[src/rtl/seg_pkg.sv]
`default_nettype none
// ============================================================================
// Module   : seg_pkg
// Brief    : Seven-segment pattern table and shared segment constants.
//            Patterns are active-low, bit 0 = a ... bit 6 = g.
// Revision : 1.0 - initial release
// ============================================================================
package seg_pkg;

  // Digit glyphs 0..F, active-low segments g..a
  localparam logic [6:0] SEG_TABLE [16] = '{
    7'h40, 7'h79, 7'h24, 7'h30, 7'h19, 7'h12, 7'h02, 7'h78,
    7'h00, 7'h10, 7'h08, 7'h03, 7'h46, 7'h21, 7'h06, 7'h0E
  };

  // Every segment and the decimal point dark
  localparam logic [7:0] SEG_OFF = 8'hFF;

  // Segments a..g dark; the decimal point is handled separately
  localparam logic [6:0] SEG_BLANK = 7'h7F;

endpackage : seg_pkg
`default_nettype wire

[src/rtl/hex_seg_decode.sv]
`default_nettype none
// ============================================================================
// Module   : hex_seg_decode
// Brief    : Combinational nibble + decimal point to active-low 8-bit
//            segment pattern ({dp, g..a}).
// Revision : 1.0 - initial release
// ============================================================================
module hex_seg_decode
  import seg_pkg::*;
(
  input  logic [3:0] nibble,
  input  logic       dp,
  output logic [7:0] seg
);

  // dp input is 1 = lit, so it is inverted onto the active-low dp segment
  always_comb begin
    seg = {~dp, SEG_TABLE[nibble]};
  end

endmodule : hex_seg_decode
`default_nettype wire

[src/rtl/hex_seg_scan.sv]
`default_nettype none
// ============================================================================
// Module   : hex_seg_scan
// Brief    : Multiplexed hex display scanner with frame-synchronous
//            double-buffered load, leading-zero blanking and digit flashing.
//            All outputs are registered and active-low.
// Revision : 1.0 - initial release
// ============================================================================
module hex_seg_scan
  import seg_pkg::*;
#(
  parameter int DIGITS    = 8,
  parameter int SCAN_DIV  = 17,
  parameter int FLASH_DIV = 25
) (
  input  logic                  clk,
  input  logic                  rst,
  input  logic [4*DIGITS-1:0]   hexs,
  input  logic [DIGITS-1:0]     points,
  input  logic [DIGITS-1:0]     les,
  input  logic                  load,
  input  logic                  flash_en,
  input  logic                  lzb,
  output logic [DIGITS-1:0]     an,
  output logic [7:0]            seg,
  output logic                  frame_done
);

  localparam int IDX_W = (DIGITS > 1) ? $clog2(DIGITS) : 1;
  localparam logic [IDX_W-1:0] C_LAST_IDX = IDX_W'(DIGITS - 1);

  logic [SCAN_DIV-1:0]  r_scan_cnt;
  logic [FLASH_DIV-1:0] r_flash_cnt;
  logic                 r_phase;
  logic [IDX_W-1:0]     r_idx;

  logic [4*DIGITS-1:0]  r_sh_hex,  r_act_hex;
  logic [DIGITS-1:0]    r_sh_pt,   r_act_pt;
  logic [DIGITS-1:0]    r_sh_le,   r_act_le;
  logic                 r_pending;

  logic [DIGITS-1:0]    r_an;
  logic [7:0]           r_seg;
  logic                 r_frame_done;

  logic                 w_tick;
  logic                 w_boundary;
  logic [IDX_W-1:0]     w_idx_next;
  logic                 w_phase_next;
  logic [4*DIGITS-1:0]  w_act_hex_next;
  logic [DIGITS-1:0]    w_act_pt_next;
  logic [DIGITS-1:0]    w_act_le_next;
  logic [3:0]           w_nib;
  logic                 w_pt;
  logic                 w_le;
  logic                 w_run_zero;
  logic                 w_blank;
  logic [7:0]           w_dec_seg;
  logic [7:0]           w_seg_next;

  assign w_tick       = &r_scan_cnt;
  assign w_boundary   = w_tick && (r_idx == C_LAST_IDX);
  assign w_phase_next = r_phase ^ (&r_flash_cnt);

  // Next digit slot: step on each scan tick, wrapping after the last digit
  always_comb begin
    w_idx_next = r_idx;
    if (w_tick) begin
      w_idx_next = (r_idx == C_LAST_IDX) ? '0 : r_idx + IDX_W'(1);
    end
  end

  // Active register contents after this edge; a load on the boundary bypasses the shadow
  always_comb begin
    w_act_hex_next = r_act_hex;
    w_act_pt_next  = r_act_pt;
    w_act_le_next  = r_act_le;
    if (w_boundary) begin
      if (load) begin
        w_act_hex_next = hexs;
        w_act_pt_next  = points;
        w_act_le_next  = les;
      end else if (r_pending) begin
        w_act_hex_next = r_sh_hex;
        w_act_pt_next  = r_sh_pt;
        w_act_le_next  = r_sh_le;
      end
    end
  end

  // Select the upcoming digit and decide whether it is a leading zero
  always_comb begin
    w_nib      = 4'h0;
    w_pt       = 1'b0;
    w_le       = 1'b0;
    w_blank    = 1'b0;
    w_run_zero = 1'b1;
    for (int i = DIGITS - 1; i >= 0; i--) begin
      w_run_zero = w_run_zero & (w_act_hex_next[i*4 +: 4] == 4'h0);
      if (w_idx_next == IDX_W'(i)) begin
        w_nib   = w_act_hex_next[i*4 +: 4];
        w_pt    = w_act_pt_next[i];
        w_le    = w_act_le_next[i];
        w_blank = w_run_zero && (i != 0);
      end
    end
  end

  hex_seg_decode u_decode (
    .nibble (w_nib),
    .dp     (w_pt),
    .seg    (w_dec_seg)
  );

  // Flashing wins over blanking; blanking keeps the decimal point
  always_comb begin
    w_seg_next = w_dec_seg;
    if (flash_en && w_phase_next && w_le) begin
      w_seg_next = SEG_OFF;
    end else if (lzb && w_blank) begin
      w_seg_next = {~w_pt, SEG_BLANK};
    end
  end

  // Free-running scan and flash timebases plus the current digit index
  always_ff @(posedge clk) begin
    if (rst) begin
      r_scan_cnt  <= '0;
      r_flash_cnt <= '0;
      r_phase     <= 1'b0;
      r_idx       <= '0;
    end else begin
      r_scan_cnt  <= r_scan_cnt + SCAN_DIV'(1);
      r_flash_cnt <= r_flash_cnt + FLASH_DIV'(1);
      r_phase     <= w_phase_next;
      r_idx       <= w_idx_next;
    end
  end

  // Shadow/active double buffer: updates become visible only at a frame boundary
  always_ff @(posedge clk) begin
    if (rst) begin
      r_sh_hex  <= '0;
      r_sh_pt   <= '0;
      r_sh_le   <= '0;
      r_act_hex <= '0;
      r_act_pt  <= '0;
      r_act_le  <= '0;
      r_pending <= 1'b0;
    end else begin
      r_act_hex <= w_act_hex_next;
      r_act_pt  <= w_act_pt_next;
      r_act_le  <= w_act_le_next;
      if (w_boundary) begin
        r_pending <= 1'b0;
      end else if (load) begin
        r_sh_hex  <= hexs;
        r_sh_pt   <= points;
        r_sh_le   <= les;
        r_pending <= 1'b1;
      end
    end
  end

  // Registered outputs; the cycle after a tick is a dead cycle on the anodes
  always_ff @(posedge clk) begin
    if (rst) begin
      r_an         <= '1;
      r_seg        <= SEG_OFF;
      r_frame_done <= 1'b0;
    end else begin
      r_an         <= w_tick ? '1 : ~(DIGITS'(1) << r_idx);
      r_seg        <= w_seg_next;
      r_frame_done <= w_boundary;
    end
  end

  assign an         = r_an;
  assign seg        = r_seg;
  assign frame_done = r_frame_done;

endmodule : hex_seg_scan
`default_nettype wire
[config.mk]
export PLATFORM = sky130hd
export DESIGN_NAME = hex_seg_scan
export DESIGN_NICKNAME = d
export VERILOG_FILES = /design/src/rtl/seg_pkg.sv /design/src/rtl/hex_seg_decode.sv /design/src/rtl/hex_seg_scan.sv
export SDC_FILE = /design/constraint.sdc
export NUM_CORES = 1
export LEC_CHECK = 0
export BUFFER_PORTS_ARGS = -buffer_cell sky130_fd_sc_hd__buf_2
export CAP_MARGIN = 20
export CORE_MARGIN = 8
export CORE_UTILIZATION = 54
export DETAILED_ROUTE_END_ITERATION = 8
export PLACE_DENSITY = 0.87
export SLEW_MARGIN = 20
export SYNTH_ARGS = -nofsm -noshare
export SYNTH_HDL_FRONTEND = slang
export SYNTH_HIERARCHICAL = 1
export SYNTH_SLANG_ARGS = --single-unit
[constraint.sdc]
create_clock -name clk -period 4.6 [get_ports clk]
set_clock_uncertainty 0.15 [all_clocks]
set_input_delay 0.69 -clock clk [delete_from_list [all_inputs] [get_ports clk]]
set_output_delay 0.69 -clock clk [all_outputs]
set_load 0.02 [all_outputs]
# Word level (Yosys, flattened, before mapping)
# Memory sizes are Yosys's and may differ from the RTL's. A register that Yosys moved wholly into a read port is not among the register bits.
# Cells that the tools add are included.
[word_totals]
ff_bits = 153
romBits = 112
inputBits = 53
output_inout_bits = 17
wordCells = 100
memories = 1
[op_classes]
n_addsub = 3
n_eq_ne = 8
n_shift = 1
mux = 43
bitwise_logic = 11
n_reduce_logical = 19
[mem_list]
columns = ["name", "depth", "word_bits", "rd", "rd_clocked_by_memory_dff", "write_ports", "line", "rtl"]
rows = [
  ["(name not given)", 16, 7, 1, 1, 0, "hex_seg_decode.sv:18", "seg = {~dp, SEG_TABLE[nibble]};"],
]
[ops]
columns = ["cell", "n"]
rows = [
  ["$mux W32", 3],
  ["$mux W8", 6],
  ["$mux W4", 8],
  ["$logic_not A4 Y1", 7],
  ["$add A25 B1 Y25 const B", 1],
  ["$reduce_and A25 Y1", 1],
  ["$mux W1", 24],
  ["$add A17 B1 Y17 const B", 1],
  ["$reduce_and A17 Y1", 1],
  ["$eq A3 B3 Y1 const B", 5],
  ["$not A8 Y8", 1],
  ["$shl A1 B3 Y8 const A", 1],
  ["$and A1 B1 Y1", 6],
  ["$eq A3 B2 Y1 const B", 2],
  ["$mux W3", 2],
  ["$reduce_or A2 Y1", 3],
  ["$not A4 Y5", 1],
  ["$logic_and A1 B1 Y1", 4],
  ["$add A3 B1 Y3 const B", 1],
  ["$eq A3 B1 Y1 const B", 1],
  ["$logic_not A3 Y1", 1],
  ["$reduce_or A3 Y1", 1],
  ["$not A1 Y1", 2],
  ["$reduce_and A2 Y1", 1],
  ["$xor A1 B1 Y1", 1],
]

# Logic depth before layout (Yosys ltp)
[depth]
ltp_word = 14
ltp_mapped = 25
ltp_nobuf = 21

# Hierarchy
# The synthesis kept the hierarchy.
[modules_own_cells]
columns = ["mod", "instances", "cells_each", "area_per_inst_um2", "seq_area_each_um2"]
rows = [
  ["hex_seg_scan", 1, 933, 7536.0, 3203.1],
  ["hex_seg_decode", 1, 34, 272.8, 0.0],
]

# Worst setup path after synthesis
# OpenSTA, ideal clock, no wires.
[synth_path]
kind = "register to register"
start = "reg r_scan_cnt[3]"
end = "reg r_seg[3], in the netlist seg[3]"
setup_ps = 123
t_arrival_ps = 4534
required_time_ps = 4327
setup_slack_ps = -207
stages_incl_launch_ff = 25
path_buffers = 4
synth_period_minus_slack_ps = 4807
path_cell_list = "dfxtp_1 > and3_1 > and3_1 > nand3_1 > nor2_1 > and3_1 > and4_1 > and3_1 > ha_1 > and2_1 > buf_4 > buf_2 > buf_2 > buf_2 > nand3_1 > a21oi_1 > a221oi_1 > nand2_1 > a31oi_1 > o21ai_0 > inv_1 > ha_1 > inv_1 > mux4_2 > nand2b_1"
[synth_between]
word_cells_on_any_way = 54
cone_classes = "eq/ne: 7; mux: 27; bitwise: 7; reduce/logical: 13"
[synth_rtl]
columns = ["element", "line", "rtl"]
rows = [
  ["from (decl)", "hex_seg_scan.sv:32", "logic [SCAN_DIV-1:0] r_scan_cnt;"],
  ["from (signal assigned)", "hex_seg_scan.sv:133", "r_scan_cnt <= r_scan_cnt + SCAN_DIV'(1);"],
  ["$reduce_and A17 Y1 (*)", "hex_seg_scan.sv:61", "assign w_tick = &r_scan_cnt;"],
  ["$mux W3 or $logic_and A1 B1 Y1 (tied branches)", "hex_seg_scan.sv:68, hex_seg_scan.sv:62", ""],
  ["$eq A3 B3 Y1 or $mux W32 (tied branches)", "hex_seg_scan.sv:100, hex_seg_scan.sv:78", ""],
  ["$mux W4 (7 in series)", "hex_seg_scan.sv:100", "if (w_idx_next == IDX_W'(i)) begin"],
  ["$mux W4 (*)", "hex_seg_scan.sv:100", ""],
  ["net w_nib[0]", "hex_seg_scan.sv:53", "logic [3:0] w_nib;"],
  ["$not A4 Y5 (implied by the code) (*)", "hex_seg_decode.sv:18", ""],
  ["to (signal assigned)", "hex_seg_scan.sv:173", "r_seg <= w_seg_next;"],
  ["to (decl)", "hex_seg_scan.sv:43", "logic [7:0] r_seg;"],
]
# The timed path passes the listed nets; every way through them passes the cells marked *.
# A chain may end at the register's enable or synchronous reset.

# Worst setup path in the final report
[layout_path]
start = "reg r_scan_cnt[4]"
end = "reg r_seg[3], in the netlist seg[3]"
# The elaborated chain is that of the path after synthesis.

==> impl_metrics.toml <==
[run_status]
status = "finished, final reports clean"

[detailed_routing]
final_antenna_net_count = 0
wl_um = 21600
drc_errors = 0
vias = 7569
wl_per_cell_um = 17.7
dr.pass1.iters = 6
vias_per_cell = 6.19
drt_iter0_drc = 970

[place]
port_buffers = 69
placed_area_um2 = 8340
place_inst = 1178
pre_cts_slack_ns = 0.0532
place_hpwl_um = 14000
gp_congestion = 0.916

[floorplan]
initial_core_util = 0.546
die_w_um = 136
die_height_um = 136
core_um2 = 14300
pin_count = 70
die-area_um2 = 18600
num_rows = 44

[pwr]
cellLeakagePower_nw = 3.49
power_per_cell_area_nw_per_um2 = 335
power_w = 0.00306
irDropWorstVdd_mv = 0.276

[yosys]
synth_cell_types = 66
synthTopCellsByArea = "dfxtp_1 (41%), nand2_1 (6.7%), a21oi_1 (5.5%), nor2_1 (4.3%), o22ai_1 (3.5%)"
synth_compound_area_frac = 0.212
synth_ff_type = "dfxtp_1"
syn_nets = 1036
async_flop_share = 0
seq_area_frac_synth = 0.410
syn_avg_cell_area_um2 = 8.08
synth_edf_count = 0
synthAdderAreaFrac = 0.0256
synth_cells = 967
synth_top_area_cell = "dfxtp_1"
syn_area_um2 = 7810
synth_commonest_cells = "dfxtp_1 (160), nand2_1 (140), nor2_1 (90)"
synth-warning-count = 6
synth_top_cell_area_share = 0.410
synth_top_family_by_area = "simple AND/OR/NAND/NOR gates"
synthMuxAreaShare = 0.0186
synth_most_common_cell = "dfxtp_1"
yosys.area_share.xor_xnor = 0.0393
synth_seq_cells = 160
synthSimpleGateAreaFrac = 0.242

[critical_path]
crit_type = "reg2reg"
critPathRequiredTime_ns = 4.77
crit_path_start_kind = "flop"
r2r.worst_path.cells = 20
crit_arrival_ns = 4.58
crit_fanout = 15
end_kind = "flop"

[clock_network]
cts_buffers = 17
htree_levels = 4
root_buffer = "clkbuf_16"
clkTransAtPathRegs_ns = 0.07
cts_hold_buf = 0
numClockSinks = 160
cts_buffer_depth = 2
insertion_delay_ns = 0.44
cts_tree = "done"

[timing]
setup_viol = 0
final_max_slew_viol_count = 0
final_hold_viol_count = 0
fmax_mhz = 227
period_minus_slack_ns = 4.41
min_period_over_period = 0.958
tightest_slew_ns = 0.747
layout_setup_ws_ns = 0.191
relSlewSlack = 0.502

[global_route]
grt.overflow.total = 0
grt_max_degree = 67
gr-max-usage-layer = "met2"
grt_use_total = 0.226
grt_pass1_wl_um = 33800
grt_pass1_vias = 6824
grtUsageMet2 = 0.358
grt_use_met1 = 0.284
antenna_found_initial = 0
grtUsageMet3 = 0.0628

[cells_and_area]
n_antenna_cell = 0
num-fill-cells = 1143
nets = 1095
stdcell_count = 1223
layout-area-overhead-vs-synth_pct = 17.3
final_cell_area_um2 = 9160
drive_gt1_frac = 0.181

[flow_run]
max_cap_violations = 0

[min_path]
min_delay_path_depth = 1
hp-class = "reg2reg"
-- cell usage in the layout (no fill, tap or decap), types with 10 or more instances in the layout --
cell type  synthesis  layout
a21oi_1           86      84
a22oi_1           10      10
a31oi_1           13      13
and2_1            26      25
buf_2             24      70
buf_4              8      35
clkbuf_16          0      18
dfxtp_1          160     157
ha_1              16      15
inv_1             18      17
nand2_1          140     140
nand2b_1          26      26
nand3_1           31      30
nor2_1            90      88
nor3_1            13      13
o21ai_0           25      21
o22ai_1           44      44
xnor2_1           10      10
xor2_1            25      25
-- worst max-delay path, cell delays in order (launching register included) --
cell      delay [ns]
dfxtp_2         0.35
and3_1          0.17
and3_4          0.20
nand3_2         0.12
nor2_4          0.15
and3_4          0.20
and4_4          0.23
and3_1          0.16
ha_2            0.18
buf_6           0.14
buf_4           0.13
buf_4           0.20
nor2_1          0.09
a21oi_1         0.26
nor2_1          0.15
a32oi_1         0.24
o21ai_2         0.13
buf_4           0.16
ha_1            0.24
mux4_2          0.47
nand2b_1        0.15
-- cell families (layout without fill, tap and decap cells) --
logic type                 after synthesis  in the layout
buffers and inverters                   91            163
and+or+nand+nor                        395            395
AOI/OAI and AO/OA                      257            257
DFF                                    160            160
muxes                                   13             13
adders and majority gates               16             16
xor gates and xnor gates                35             35
-- flip-flops by register name (all words and copies together), names as in the netlist, 8 cells and up --
| name | cells |
|---|---|
| r_act_hex | 32 |
| r_sh_hex | 32 |
| r_flash_cnt | 25 |
| r_scan_cnt | 17 |
| an | 8 |
| r_act_le | 8 |
| r_act_pt | 8 |
| r_sh_le | 8 |
| r_sh_pt | 8 |
| seg | 8 |
-- repair_timing --
| item | CTS | global route |
|---|---|---|
| buffers inserted | 0 | 11 |
| setup endpoints to repair | 0 | 7 |
| gates resized for setup | 0 | 30 |
-- layout make-up --
cell class	count	area, um^2	share of cell area
inverters	19	71.3	0.00779
repair buffers	112	741	0.0809
flip-flops and latches	160	3210	0.350
clock inverters	13	148	0.0161
clock buffers	19	453	0.0495
well taps	184	230	0.0251
multi-input cells	716	4310	0.470
-- layer usage --
layer / vias up / routed length [um]
li1: 3546 / -
met2: 401 / 10300
met1: 3548 / 8750
met3: 74 / 2010
met4: 0 / 623
met5: - / 0
-- metrics by stage --
step / util / setup TNS [ns] / hold slack [ns]
after floorplan: - / 0 / 0.263
after global routing: 0.640 / -0.132 / 0.321
after global placement: 0.583 / 0 / 0.275
final: 0.640 / 0 / 0.295
after detailed placement: 0.583 / 0 / 0.287
after CTS: 0.625 / 0 / 0.300
-- final timing paths --
kind / start / to / slack (ns)
worst max register to register: r_scan_cnt[4] / seg[3] / 0.19
worst min-delay path: r_scan_cnt[0] / r_scan_cnt[0] / 0.29
worst max-delay path: r_scan_cnt[4] / seg[3] / 0.19
worst min register to register: r_scan_cnt[0] / r_scan_cnt[0] / 0.29
-- power by group --
part	total (W)	switching (W)	internal (W)
logic	0.000183	0.000117	0.0000660
clock network	0.00144	0.000602	0.000836
registers	0.00144	0.0000265	0.00142
No activity file was read; power rests on OpenSTA's default activity.
